<file path="src/rtl/seg_pkg.sv">
// Shared segment glyphs and helpers for the multiplexed seven-segment driver.
// All patterns are active low, bit order g..a.
package seg_pkg;

    localparam logic [6:0] SEG_BLANK = 7'h7F;
    localparam logic [6:0] SEG_DASH  = 7'b0111111;

    localparam logic [6:0] SEG_0 = 7'b1000000;
    localparam logic [6:0] SEG_1 = 7'b1111001;
    localparam logic [6:0] SEG_2 = 7'b0100100;
    localparam logic [6:0] SEG_3 = 7'b0110000;
    localparam logic [6:0] SEG_4 = 7'b0011001;
    localparam logic [6:0] SEG_5 = 7'b0010010;
    localparam logic [6:0] SEG_6 = 7'b0000010;
    localparam logic [6:0] SEG_7 = 7'b1111000;
    localparam logic [6:0] SEG_8 = 7'b0000000;
    localparam logic [6:0] SEG_9 = 7'b0010000;

    // Letters used to spell mode names in text mode
    localparam logic [6:0] SEG_E   = 7'b0000110;
    localparam logic [6:0] SEG_A   = 7'b0001000;
    localparam logic [6:0] SEG_S   = 7'b0010010;
    localparam logic [6:0] SEG_Y   = 7'b0010001;
    localparam logic [6:0] SEG_R_L = 7'b0101111;
    localparam logic [6:0] SEG_G_L = 7'b0010000;
    localparam logic [6:0] SEG_U   = 7'b1000001;
    localparam logic [6:0] SEG_H   = 7'b0001001;
    localparam logic [6:0] SEG_D_L = 7'b0100001;

    function automatic logic [6:0] seg_decode(input logic [3:0] digit);
        case (digit)
            4'd0:    return SEG_0;
            4'd1:    return SEG_1;
            4'd2:    return SEG_2;
            4'd3:    return SEG_3;
            4'd4:    return SEG_4;
            4'd5:    return SEG_5;
            4'd6:    return SEG_6;
            4'd7:    return SEG_7;
            4'd8:    return SEG_8;
            4'd9:    return SEG_9;
            default: return SEG_BLANK;
        endcase
    endfunction

    function automatic longint unsigned pow10(input int n);
        longint unsigned p;
        p = 1;
        for (int k = 0; k < n; k++) begin
            p = p * 10;
        end
        return p;
    endfunction

endpackage

</file>
<file path="src/rtl/seg_scan_display_if.sv">
// Controller-to-display bundle: value load handshake, display controls and pin outputs.
interface seg_scan_display_if #(
    parameter int NUM_DIGITS = 4,
    parameter int BIN_W      = 14
);
    logic [BIN_W-1:0]        value_in;
    logic                    value_load;
    logic                    busy;
    logic                    text_mode;
    logic [7*NUM_DIGITS-1:0] text_in;
    logic                    blank_lz;
    logic [NUM_DIGITS-1:0]   blink_mask;
    logic [NUM_DIGITS-1:0]   dp_in;
    logic [6:0]              seg;
    logic                    dp;
    logic [NUM_DIGITS-1:0]   an;

    modport master (
        output value_in, value_load, text_mode, text_in, blank_lz, blink_mask, dp_in,
        input  busy, seg, dp, an
    );

    modport slave (
        input  value_in, value_load, text_mode, text_in, blank_lz, blink_mask, dp_in,
        output busy, seg, dp, an
    );
endinterface

</file>
<file path="src/rtl/bin2bcd_seq.sv">
// Iterative double-dabble converter, one input bit per cycle; result and overflow
// flag are committed together on the final busy cycle.
module bin2bcd_seq
    import seg_pkg::*;
#(
    parameter int BIN_W      = 14,
    parameter int NUM_DIGITS = 4
) (
    input  logic                    clk,
    input  logic                    rst,
    input  logic                    start,
    input  logic [BIN_W-1:0]        value,
    output logic                    busy,
    output logic [4*NUM_DIGITS-1:0] bcd,
    output logic                    overflow
);

    // The working register must hold every decimal digit of the widest input,
    // even when fewer digits are displayed.
    localparam int WORK_DIGITS = (NUM_DIGITS > BIN_W/3 + 1) ? NUM_DIGITS : BIN_W/3 + 1;
    localparam int WORK_W      = 4 * WORK_DIGITS;
    localparam int CNT_W       = $clog2(BIN_W + 1);
    localparam logic [63:0] LIMIT = 64'(pow10(NUM_DIGITS));

    logic [BIN_W-1:0]        shift_reg;
    logic [WORK_W-1:0]       work_reg;
    logic [WORK_W-1:0]       adjusted;
    logic [WORK_W-1:0]       work_next;
    logic [CNT_W-1:0]        cnt_reg;
    logic                    busy_reg;
    logic                    ovf_pend_reg;
    logic                    ovf_reg;
    logic [4*NUM_DIGITS-1:0] bcd_reg;

    genvar gi;
    generate
        for (gi = 0; gi < WORK_DIGITS; gi++) begin : g_adj
            assign adjusted[4*gi +: 4] = (work_reg[4*gi +: 4] >= 4'd5) ?
                                         work_reg[4*gi +: 4] + 4'd3 : work_reg[4*gi +: 4];
        end
    endgenerate

    assign work_next = WORK_W'({adjusted, shift_reg[BIN_W-1]});

    always_ff @(posedge clk or posedge rst) begin
        if (rst) begin
            shift_reg    <= '0;
            work_reg     <= '0;
            cnt_reg      <= '0;
            busy_reg     <= 1'b0;
            ovf_pend_reg <= 1'b0;
            ovf_reg      <= 1'b0;
            bcd_reg      <= '0;
        end else if (start && !busy_reg) begin
            shift_reg    <= value;
            work_reg     <= '0;
            cnt_reg      <= CNT_W'(BIN_W);
            busy_reg     <= 1'b1;
            ovf_pend_reg <= (64'(value) >= LIMIT);
        end else if (busy_reg) begin
            shift_reg <= shift_reg << 1;
            work_reg  <= work_next;
            cnt_reg   <= cnt_reg - 1'b1;
            if (cnt_reg == CNT_W'(1)) begin
                busy_reg <= 1'b0;
                bcd_reg  <= work_next[4*NUM_DIGITS-1:0];
                ovf_reg  <= ovf_pend_reg;
            end
        end
    end

    assign busy     = busy_reg;
    assign bcd      = bcd_reg;
    assign overflow = ovf_reg;

endmodule

</file>
<file path="src/rtl/seg_scan_display.sv">
// Multiplexed common-anode seven-segment driver: scan/blink prescalers, digit
// source selection (number, dash, text), blanking and registered pin outputs.
module seg_scan_display
    import seg_pkg::*;
#(
    parameter int NUM_DIGITS = 4,
    parameter int BIN_W      = 14,
    parameter int SCAN_DIV   = 100000,
    parameter int BLINK_DIV  = 25000000
) (
    input logic                 clk,
    input logic                 rst,
    seg_scan_display_if.slave   bus
);

    localparam int IDX_W   = (NUM_DIGITS > 1) ? $clog2(NUM_DIGITS) : 1;
    localparam int SCAN_W  = (SCAN_DIV > 1)   ? $clog2(SCAN_DIV)   : 1;
    localparam int BLINK_W = (BLINK_DIV > 1)  ? $clog2(BLINK_DIV)  : 1;

    logic [SCAN_W-1:0]       scan_cnt_reg;
    logic [IDX_W-1:0]        scan_idx_reg;
    logic [IDX_W-1:0]        scan_idx_next;
    logic [BLINK_W-1:0]      blink_cnt_reg;
    logic                    blink_phase_reg;
    logic [6:0]              seg_reg;
    logic                    dp_reg;
    logic [NUM_DIGITS-1:0]   an_reg;
    logic                    scan_tick;
    logic                    blink_tick;
    logic                    blink_off;
    logic [4*NUM_DIGITS-1:0] bcd;
    logic                    overflow;
    logic                    conv_busy;
    logic [NUM_DIGITS-1:0][6:0] digit_seg;

    bin2bcd_seq #(
        .BIN_W      (BIN_W),
        .NUM_DIGITS (NUM_DIGITS)
    ) u_bin2bcd (
        .clk      (clk),
        .rst      (rst),
        .start    (bus.value_load),
        .value    (bus.value_in),
        .busy     (conv_busy),
        .bcd      (bcd),
        .overflow (overflow)
    );

    // Digit 0 is never blanked; higher digits blank only when they and all above are zero
    genvar gi;
    generate
        for (gi = 0; gi < NUM_DIGITS; gi++) begin : g_digit
            assign digit_seg[gi] =
                bus.text_mode ? bus.text_in[7*gi +: 7] :
                overflow      ? SEG_DASH :
                ((gi > 0) && bus.blank_lz && (bcd[4*NUM_DIGITS-1:4*gi] == '0)) ? SEG_BLANK :
                seg_decode(bcd[4*gi +: 4]);
        end
    endgenerate

    assign scan_tick     = (scan_cnt_reg == SCAN_W'(SCAN_DIV - 1));
    assign blink_tick    = (blink_cnt_reg == BLINK_W'(BLINK_DIV - 1));
    assign scan_idx_next = (scan_idx_reg == IDX_W'(NUM_DIGITS - 1)) ? '0 : scan_idx_reg + 1'b1;
    assign blink_off     = blink_phase_reg & bus.blink_mask[scan_idx_reg];

    always_ff @(posedge clk or posedge rst) begin
        if (rst) begin
            scan_cnt_reg    <= '0;
            scan_idx_reg    <= '0;
            blink_cnt_reg   <= '0;
            blink_phase_reg <= 1'b0;
            seg_reg         <= SEG_BLANK;
            dp_reg          <= 1'b1;
            an_reg          <= '1;
        end else begin
            blink_cnt_reg <= blink_tick ? '0 : blink_cnt_reg + 1'b1;
            if (blink_tick) begin
                blink_phase_reg <= ~blink_phase_reg;
            end
            if (scan_tick) begin
                scan_cnt_reg <= '0;
                scan_idx_reg <= scan_idx_next;
                // Anode stays driven during blink-off so every slot keeps the same duty
                seg_reg      <= blink_off ? SEG_BLANK : digit_seg[scan_idx_reg];
                dp_reg       <= blink_off ? 1'b1 : ~bus.dp_in[scan_idx_reg];
                an_reg       <= ~(NUM_DIGITS'(1) << scan_idx_reg);
            end else begin
                scan_cnt_reg <= scan_cnt_reg + 1'b1;
            end
        end
    end

    assign bus.busy = conv_busy;
    assign bus.seg  = seg_reg;
    assign bus.dp   = dp_reg;
    assign bus.an   = an_reg;

endmodule

</file>
<file path="src/flat_wrapper.sv">
// flat-port wrapper written by rule: the top's interface ports become plain ports
module seg_scan_display_flat import seg_pkg::*;
#(
    parameter int NUM_DIGITS = 4,
    parameter int BIN_W      = 14,
    parameter int SCAN_DIV   = 100000,
    parameter int BLINK_DIV  = 25000000
)
  (clk, rst, bus_value_in, bus_value_load, bus_text_mode, bus_text_in, bus_blank_lz, bus_blink_mask, bus_dp_in, bus_busy, bus_seg, bus_dp, bus_an);
  seg_scan_display_if #(.NUM_DIGITS(NUM_DIGITS), .BIN_W(BIN_W)) bus_i ();
  input logic clk;
  input logic rst;
  input wire logic [$bits(bus_i.value_in)-1:0] bus_value_in;
  input wire logic [$bits(bus_i.value_load)-1:0] bus_value_load;
  input wire logic [$bits(bus_i.text_mode)-1:0] bus_text_mode;
  input wire logic [$bits(bus_i.text_in)-1:0] bus_text_in;
  input wire logic [$bits(bus_i.blank_lz)-1:0] bus_blank_lz;
  input wire logic [$bits(bus_i.blink_mask)-1:0] bus_blink_mask;
  input wire logic [$bits(bus_i.dp_in)-1:0] bus_dp_in;
  output wire logic [$bits(bus_i.busy)-1:0] bus_busy;
  output wire logic [$bits(bus_i.seg)-1:0] bus_seg;
  output wire logic [$bits(bus_i.dp)-1:0] bus_dp;
  output wire logic [$bits(bus_i.an)-1:0] bus_an;
  assign bus_i.value_in = bus_value_in;
  assign bus_i.value_load = bus_value_load;
  assign bus_i.text_mode = bus_text_mode;
  assign bus_i.text_in = bus_text_in;
  assign bus_i.blank_lz = bus_blank_lz;
  assign bus_i.blink_mask = bus_blink_mask;
  assign bus_i.dp_in = bus_dp_in;
  assign bus_busy = bus_i.busy;
  assign bus_seg = bus_i.seg;
  assign bus_dp = bus_i.dp;
  assign bus_an = bus_i.an;
  seg_scan_display #(.NUM_DIGITS(NUM_DIGITS), .BIN_W(BIN_W), .SCAN_DIV(SCAN_DIV), .BLINK_DIV(BLINK_DIV)) u_core (.clk(clk), .rst(rst), .bus(bus_i));
endmodule
</file>
<file path="config.mk">
export PLATFORM = sky130hd
export DESIGN_NAME = seg_scan_display_flat
export DESIGN_NICKNAME = d
export VERILOG_FILES = /design/src/rtl/seg_pkg.sv /design/src/rtl/seg_scan_display_if.sv /design/src/rtl/bin2bcd_seq.sv /design/src/rtl/seg_scan_display.sv /design/src/flat_wrapper.sv
export SDC_FILE = /design/constraint.sdc
export NUM_CORES = 1
export LEC_CHECK = 0
export ABC_AREA = 1
export CORE_MARGIN = 3
export CORE_UTILIZATION = 30
export CTS_BUF_LIST = sky130_fd_sc_hd__clkbuf_16
export DETAILED_ROUTE_END_ITERATION = 7
export SLEW_MARGIN = 20
export SYNTH_ARGS = -nofsm -noshare
export SYNTH_HDL_FRONTEND = slang
export SYNTH_HIERARCHICAL = 1
export SYNTH_SLANG_ARGS = --single-unit
</file>
<file path="constraint.sdc">
create_clock -name clk -period 1.5 [get_ports clk]
set_input_delay 0.225 -clock clk [delete_from_list [all_inputs] [get_ports clk]]
set_output_delay 0.225 -clock clk [all_outputs]
set_load 0.05 [all_outputs]
</file>
After elaboration in Yosys (flattened, before gate mapping)
Memories as Yosys holds them, arrays and structs flattened.
Index checks and enable logic that the tools add are counted.

word-level totals
  output and inout port bits = 13
  memories kept = 4
  register bits after elaboration = 114
  logic and storage cells = 90
  memory bits (read-only) = 448
  input port bits = 55

cells by class
  shift operators = 1
  muxes and demuxes = 36
  $add $sub $neg = 9
  equal/unequal tests = 4
  reduce and logical (&&, ||, !) cells = 10
  bitwise gates (word level) = 5
  magnitude comparators = 7

memories
  memory            words  width  read ports  clocked after memory_dff  write ports  RTL line       RTL
  (name not given)  16     7      1           0                         0            seg_pkg.sv:31  case (digit)
  (name not given)  16     7      1           0                         0            seg_pkg.sv:31
  (name not given)  16     7      1           0                         0            seg_pkg.sv:31
  (name not given)  16     7      1           0                         0            seg_pkg.sv:31

operator list
  kind                                                                count
  2-to-1 mux 7 bit                                                    13
  2-to-1 mux 20 bit                                                   2
  2-to-1 mux 14 bit                                                   2
  adder 25 x 1 -> 25 bit (second input constant)                      1
  == test 25 bit (second input constant)                              1
  2-to-1 mux 25 bit                                                   1
  2-to-1 mux 4 bit                                                    6
  greater-or-equal comparator 4 x 3 -> 1 bit (second input constant)  5
  adder 17 x 1 -> 17 bit (second input constant)                      1
  == test 17 bit (second input constant)                              1
  2-to-1 mux 17 bit                                                   1
  adder 4 x 2 -> 4 bit (second input constant)                        4
  binary-select mux 7 bit (select 2 bit)                              1
  greater-or-equal comparator 14 bit (second input constant)          1
  logical NOT 12 bit                                                  1
  logical NOT 8 bit                                                   1
  2-to-1 mux 1 bit                                                    6
  binary-select mux 1 bit (select 2 bit)                              2
  == test 4 x 1 -> 1 bit (second input constant)                      1
  logical AND 1 bit                                                   4
  logical NOT 4 bit                                                   1
  inverter 4 bit                                                      1
  left shift 1 x 2 -> 4 bit (first input constant)                    1
  subtractor 4 x 1 -> 4 bit (second input constant)                   1
  other kinds (11)                                                    13

Longest topological paths before layout
Gate-level depths: netlist of the first run.

  depth after elaboration = 8
  depth in mapped cells = 14
  mapped depth without buffers = 14

Cells and area by module
Netlist of the first run, hierarchy kept.

by module, submodules not included
  module            cells each  instances  seq. area each (um^2)  area each (um^2)
  seg_scan_display  641         1          1,441.4                4,376.7
  bin2bcd_seq       304         1          1,326.3                2,556.2

Worst setup path before layout of the first run
OpenSTA, ideal clock, no wires.

  path kind = reg-to-reg
  from = register u_core.blink_cnt_reg[0]
  to = register u_core.blink_cnt_reg[0]
  library setup time = 0.125 ns
  buffers on the path = 1
  arrival time = 1.429 ns
  data required time = 1.375 ns
  cell stages (with the launch flop) = 10
  setup slack = -0.054 ns
  period minus slack after synthesis = 1.554 ns
  cells stage by stage = dfrtp_1 ha_1 nand3_1 inv_2 nand2_1 nor3_1 nand2_1 inv_2 buf_6 nor2_1

on the way
  word-level cells in the longest chain between the ends = 2
  elaborated cells between the ends (all ways) = 3
  those cells by class = add/sub (1); eq/ne (1); mux (1)

RTL lines
  item                                                             RTL line                                        RTL
  from (decl)                                                      seg_scan_display.sv:23                          logic [BLINK_W-1:0] blink_cnt_reg;
  from (signal assigned)                                           seg_scan_display.sv:76                          blink_cnt_reg <= blink_tick ? '0 : blink_cnt_reg + 1'b1;
  adder 25 x 1 -> 25 bit / == test 25 bit (equally long branches)  seg_scan_display.sv:76, seg_scan_display.sv:62
  2-to-1 mux 25 bit (*)                                            seg_scan_display.sv:76

Mark *: on every way between the ends. The rest lies on a longest branch, timed or not.
A chain may end at the register's enable or synchronous reset.

Worst setup path after layout of the first run
  from = register u_core.scan_cnt_reg[0]
  to = register u_core.seg_reg[5], in the netlist u_core/bus.seg[5]

on the way
  word-level cells in the longest chain between the ends = 1

RTL lines
  item                    RTL line                RTL
  from (decl)             seg_scan_display.sv:20  logic [SCAN_W-1:0] scan_cnt_reg;
  from (signal assigned)  seg_scan_display.sv:88  scan_cnt_reg <= scan_cnt_reg + 1'b1;
  == test 17 bit          seg_scan_display.sv:61  assign scan_tick = (scan_cnt_reg == SCAN_W'(SCAN_DIV - 1));
  to (signal assigned)    seg_scan_display.sv:84  seg_reg <= blink_off ? SEG_BLANK : digit_seg[scan_idx_reg];
  to (decl)               seg_scan_display.sv:25  logic [6:0] seg_reg;

No other way between the ends.

==> impl_metrics.ini, run 1 <==
[outcome]
status = finished with violations
violations = setup timing

[global_route]
track_usage = 0.142
first_global_vias = 6135
grt_antenna_before_repair = 0
grt.overflow.total = 0
grt_max_degree = 54
grt_pass1_wl_mm = 29.1

[detailed_routing]
routed_wl_mm = 17.3
drt_iter0_markers = 404
ant_nets = 0
drc = 0
via_count = 6458
drt_first_pass_iters = 5
wl_per_cell_um = 12.6
vias_per_cell = 4.71

[timing]
period_needed_ns = 1.54
slew-limit-headroom = 0.766
whs_ns = 0.375
finClkSkew_ns = 0.0111
setup_violations = 15
timing.final.ws_setup_ns = -0.0352
fin_crit_sh = 1.02
final-max-slew-violation-count = 0
worst_slew_pin_slew_ns = 0.348
finalSetupTns_ns = -0.253
rsz0062_at_grt = true
fmax_mhz = 651
final-hold-violation-count = 0

[clocking]
clk_path_buf_depth = 2
htree_levels = 3
cts_buffers = 9
cts_tree = built
holdBufCountCts = 0
cts-root-buf = clkbuf_16
worstSkewPairLatency_ns = 0.36
cts_num_sinks = 110
cts.clk_slew.worst_paths_ns = 0.08

[synthesis]
synth_edf_count = 0
synth-async-reset-ratio = 1.00
synth.area.top_cells = dfrtp_1 (35%), nand2_1 (14%), ha_1 (6.5%)
yosysTopAreaCell = dfrtp_1
syn_inst = 945
yosysMostFrequentCell = nand2_1
ys_seq_area_frac = 0.399
synth_common_cells = nand2_1 (266), inv_1 (115), nor2_1 (107), dfrtp_1 (98), nand3_1 (88)
synth.net_count = 1036
synth.distinct_cells = 41
synthFlopType = dfrtp_1
synth_area_um2 = 6930
synth_seq_cells = 110
synth_top_area_frac = 0.354
ys_warn_count = 6
avgSynthCellArea_um2 = 7.34

[layout]
drive_gt1_frac = 0.224
n_antenna_cell = 0
syn_to_final_growth_pct = 35.7
nets = 1177
final_cells = 1371
post-route-util = 0.422
largest_reg_flops = 25

[setup_path]
worst-path-buf-inv = 1
reg2reg_depth = 8
slowest_delay_ns = 0.36
cp.required_ns = 1.78
path_class = reg2reg
arrival_ns = 1.82
cp_slowest_cell = dfrtp_1
critPathMaxFanout = 6
cp-start-kind = register
startpoint = u_core/scan_cnt_reg[0]$_DFF_PP0_
critical_path.endpoint_type = register
reg2reg_to = u_core/bus.seg[5]$_DFFE_PP1N_
path_delay_family = simple AND/OR/NAND/NOR gates
endpoint = u_core/bus.seg[5]$_DFFE_PP1N_
timing.rr.start = u_core/scan_cnt_reg[0]$_DFF_PP0_
reg2reg_slack_ns = -0.04
crit_chain = ha_2, nand2_2, nor2_4, nand4_2, nor2_4, nand2_1, inv_2, a21oi_1
cp_common_cell = nor2_4
crit_cells = 8

[floorplan]
die_h_um = 158
io_pins = 68
dieArea_um2 = 25000
die_w_um = 158
core_um2 = 22300
start_util = 0.311
num_rows = 54

[placed_design]
gp_congestion = 0.911
hpwl_mm = 13.1
portBuffers = 67
dp.cells = 1344

[power_and_ir_drop]
p_leak_nw = 4.49
vdd_drop_max_v = 0.000880
power.density_nw_per_um2 = 1320

[hold_path]
hold_path_class = in2async

[run]
max-cap-violations = 0
-- how the worst min path moves through the flow --
stage	slack [ns]	endpoint	startpoint
2_1_floorplan	0.29	u_core/u_bin2bcd/bcd[0]$_DFFE_PP0P_	rst
3_3_place_gp	0.47	u_core/u_bin2bcd/work_reg[13]$_DFFE_PP0P_	u_core/u_bin2bcd/work_reg[13]$_DFFE_PP0P_
3_5_place_dp	0.48	u_core/u_bin2bcd/ovf_pend_reg$_DFFE_PP0P_	u_core/u_bin2bcd/ovf_pend_reg$_DFFE_PP0P_
4_1_cts	0.39	u_core/blink_cnt_reg[20]$_DFF_PP0_	rst
5_1_grt	0.41	u_core/blink_cnt_reg[20]$_DFF_PP0_	rst
6_report	0.37	u_core/blink_cnt_reg[20]$_DFF_PP0_	rst
-- tightest hold or removal path, cell delays in order --
cell and delay (ns):
clkdlybuf4s50_1 0.51, clkinvlp_4 0.14, buf_4 0.21
-- kinds of logic (layout without fill, tap and decap cells) --
family / count (synthesis) / after routing / share of synthesized area
compound gates: 94 / 94 / 0.0805
xor+xnor: 24 / 24 / 0.0303
fa+ha+maj: 36 / 36 / 0.0650
buf+inv: 146 / 292 / 0.0868
flops: 110 / 110 / 0.399
simple gates: 535 / 535 / 0.338
-- per-stage QoR --
step / worst slack [ns] / total power [W] / instance area (um^2)
4_1_cts: -0.00219 / 0.0122 / 9080
6_report: -0.0352 / 0.0124 / 9410
2_1_floorplan: 0.0123 / 0.00773 / 6960
3_5_place_dp: -0.255 / 0.00936 / 8620
5_1_grt: -0.147 / 0.0136 / 9410
3_3_place_gp: -0.251 / 0.00927 / 8620
-- layout make-up --
class                      instances  area, um^2
clock inverter                     7        81.3
fill                            2234       12900
clock buffer                       9         225
inverter                         123         474
timing repair buffer             153        1550
sequential                       110        2770
tap                              280         350
multi-input combinational        689        3950
-- per-layer routing --
layer	track usage	share of wire	wire length, um
met1	0.194	0.49	8560
met2	0.232	0.46	7980
met3	0.0241	0.031	540
met4	0.0389	0.014	242
met5	0	0	0
-- report_power, final --
| part | internal [W] | total (W) | switching (W) |
|---|---|---|---|
| clock | 0.00132 | 0.00248 | 0.00116 |
| combinational | 0.00238 | 0.00574 | 0.00336 |
| sequential | 0.00362 | 0.00417 | 0.000548 |
| total | 0.00733 | 0.0124 | 0.00507 |
-- layout by cell type, fill, tap and decap left out, drive strengths merged, types with 27 or more instances in the layout --
master and count:
a21oi 27, buf 99, clkdlybuf4s50 54, dfrtp 98, ha 36, inv 123
nand2 271, nand3 90, nor2 117, nor3 28, o21ai 36
-- repair_timing --
action | CTS | global route
endpoints found under the setup margin | 35 | 55
resized for setup | 42 | 67
setup buffers | 3 | 8
pin swaps | 12 | 22
gates cloned | 0 | 0
Power figures use the tool's default switching activity.
==> inputs of run 2 (changes only) <==
Settings changed: MAX_ROUTING_LAYER from default to met4, SKIP_CTS_REPAIR_TIMING from default to 1.
Clock period 1.5 ns to 1.7 ns, I/O delays scaled along.
==> run 2 against run 1 <==
Against the previous run: the flow now finishes without violations; fmax down 4.0%; cell count down 3.5%; non-clock buffer count down 48; die area unchanged; largest power group unchanged.
==> impl_metrics.ini, run 2 (same netlist as run 1, synthesis figures left out) <==
[outcome]
status = finished, final reports clean

[placed_design]
dpl_worst_slack_ns = -0.105
dp.cells = 1303
hpwl_mm = 12.9
portBuffers = 67
gp_congestion = 0.900
place_area_um2 = 8150

[setup_path]
critPathMaxFanout = 7
slowest_delay_ns = 0.38
cp_common_cell = nand2_1
cp_slowest_cell = dfrtp_1
cp.required_ns = 1.98
arrival_ns = 1.88
cp-start-kind = register
crit_chain = inv_1, ha_1, nor3b_4, nand2_4, nand3_2, nand2_1, nand2_1, nand3_1, a21oi_1
path_class = reg2reg
critical_path.endpoint_type = register

[detailed_routing]
drc = 0
drt_iter0_markers = 528
ant_nets = 0
drt_first_pass_iters = 5
vias_per_cell = 4.70
wl_per_cell_um = 12.7
via_count = 6213
routed_wl_mm = 16.9

[clocking]
cts_num_sinks = 110
clk_path_buf_depth = 2
cts_buffers = 9
cts-root-buf = clkbuf_16
htree_levels = 3
cts.clk_slew.worst_paths_ns = 0.07
worstSkewPairLatency_ns = 0.35
cts_tree = built

[floorplan]
start_util = 0.311
io_pins = 68
num_rows = 54
dieArea_um2 = 25000
core_um2 = 22300
die_h_um = 158
die_w_um = 158

[timing]
final-hold-violation-count = 0
rsz0062_at_grt = true
worst_slew_pin_slew_ns = 0.396
slew-limit-headroom = 0.734
final-max-slew-violation-count = 0
fin_crit_sh = 0.941
timing.final.ws_setup_ns = 0.101
finClkSkew_ns = 0.00979
fmax_mhz = 625
period_needed_ns = 1.60
setup_violations = 0
whs_ns = 0.259
finalSetupTns_ns = 0

[global_route]
grt_antenna_before_repair = 0
grt.overflow.total = 0
first_global_vias = 5847
grt_pass1_wl_mm = 28.4
track_usage = 0.143
grt_max_degree = 54

[layout]
final_cells = 1323
drive_gt1_frac = 0.130
nFillCells = 2366
n_antenna_cell = 0
largest_reg_flops = 25
syn_to_final_growth_pct = 23.6
layout_common_cells = nand2_1 (261), inv_1 (109), nor2_1 (107)
nets = 1129
final_common_cell = nand2_1
final_area_um2 = 8570

[power_and_ir_drop]
vdd_drop_max_v = 0.000694
p_leak_nw = 4.13
power.density_nw_per_um2 = 1200

[hold_path]
hold_path_class = in2async

[run]
max-cap-violations = 0
==> run 2: cell count changes in the layout (fill, tap and decap cells not counted), sizes merged <==
cell      delta
clkinvlp     -3
clkinv       +1
inv          +2
buf         -48
==> run 2: power breakdown <==
group	internal (W)	total, W	switching [W]
logic	0.00179	0.00452	0.00273
clock network	0.00114	0.00209	0.000956
registers	0.00320	0.00370	0.000504
total	0.00612	0.0103	0.00419
==> run 2: final timing paths <==
path                                                startpoint                           endpoint  slack [ns]  cells after the start
min reg2reg                   u_core/scan_cnt_reg[0]$_DFF_PP0_   u_core/scan_cnt_reg[0]$_DFF_PP0_        0.46                      1
min                                                        rst  u_core/blink_cnt_reg[2]$_DFF_PP0_        0.26                      2
max                        u_core/u_bin2bcd/bcd[5]$_DFFE_PP0P_      u_core/bus.seg[6]$_DFFE_PP1N_        0.10                      9
max reg2reg                u_core/u_bin2bcd/bcd[5]$_DFFE_PP0P_      u_core/bus.seg[6]$_DFFE_PP1N_        0.10                      9
min in group clk              u_core/scan_cnt_reg[0]$_DFF_PP0_   u_core/scan_cnt_reg[0]$_DFF_PP0_        0.46                      1
max in group asynchronous                                  rst      u_core/bus.seg[0]$_DFFE_PP1N_        0.92                      3
==> run 2: through the flow <==
stage | total power, W | utilization
floorplan | 0.00682 | -
global placement | 0.00795 | 0.365
detailed placement | 0.00801 | 0.365
CTS | 0.0102 | 0.378
global route | 0.0113 | 0.384
finish | 0.0103 | 0.384
==> run 2: layer usage <==
layer / vias up / routed length, um / track usage
met4: 0 / 289 / 0.0361
met2: 108 / 7400 / 0.215
met1: 2860 / 8600 / 0.199
met3: 22 / 573 / 0.0257
li1: 3223 / - / -
met5: - / 0 / -
==> run 2: area by class of cell <==
type / count / area, um^2 / share of cell area
Multi-Input combinational cell: 689 / 3660 / 0.427
Sequential cell: 110 / 2770 / 0.323
Timing Repair Buffer: 105 / 1040 / 0.121
Inverter: 123 / 467 / 0.0545
Tap cell: 280 / 350 / 0.0409
Clock buffer: 9 / 225 / 0.0263
Clock inverter: 7 / 63.8 / 0.00745
==> run 2: worst max-delay path: cells and delay by family, from the launching register on <==
| family | cells | cell delay (ns) |
|---|---|---|
| buffers and inverters | 1 | 0.12 |
| adder cells (fa/ha/maj) | 1 | 0.21 |
| flip-flops | 1 | 0.38 |
| AND/OR/NAND/NOR | 6 | 0.67 |
| AO/OA/AOI/OAI | 1 | 0.16 |
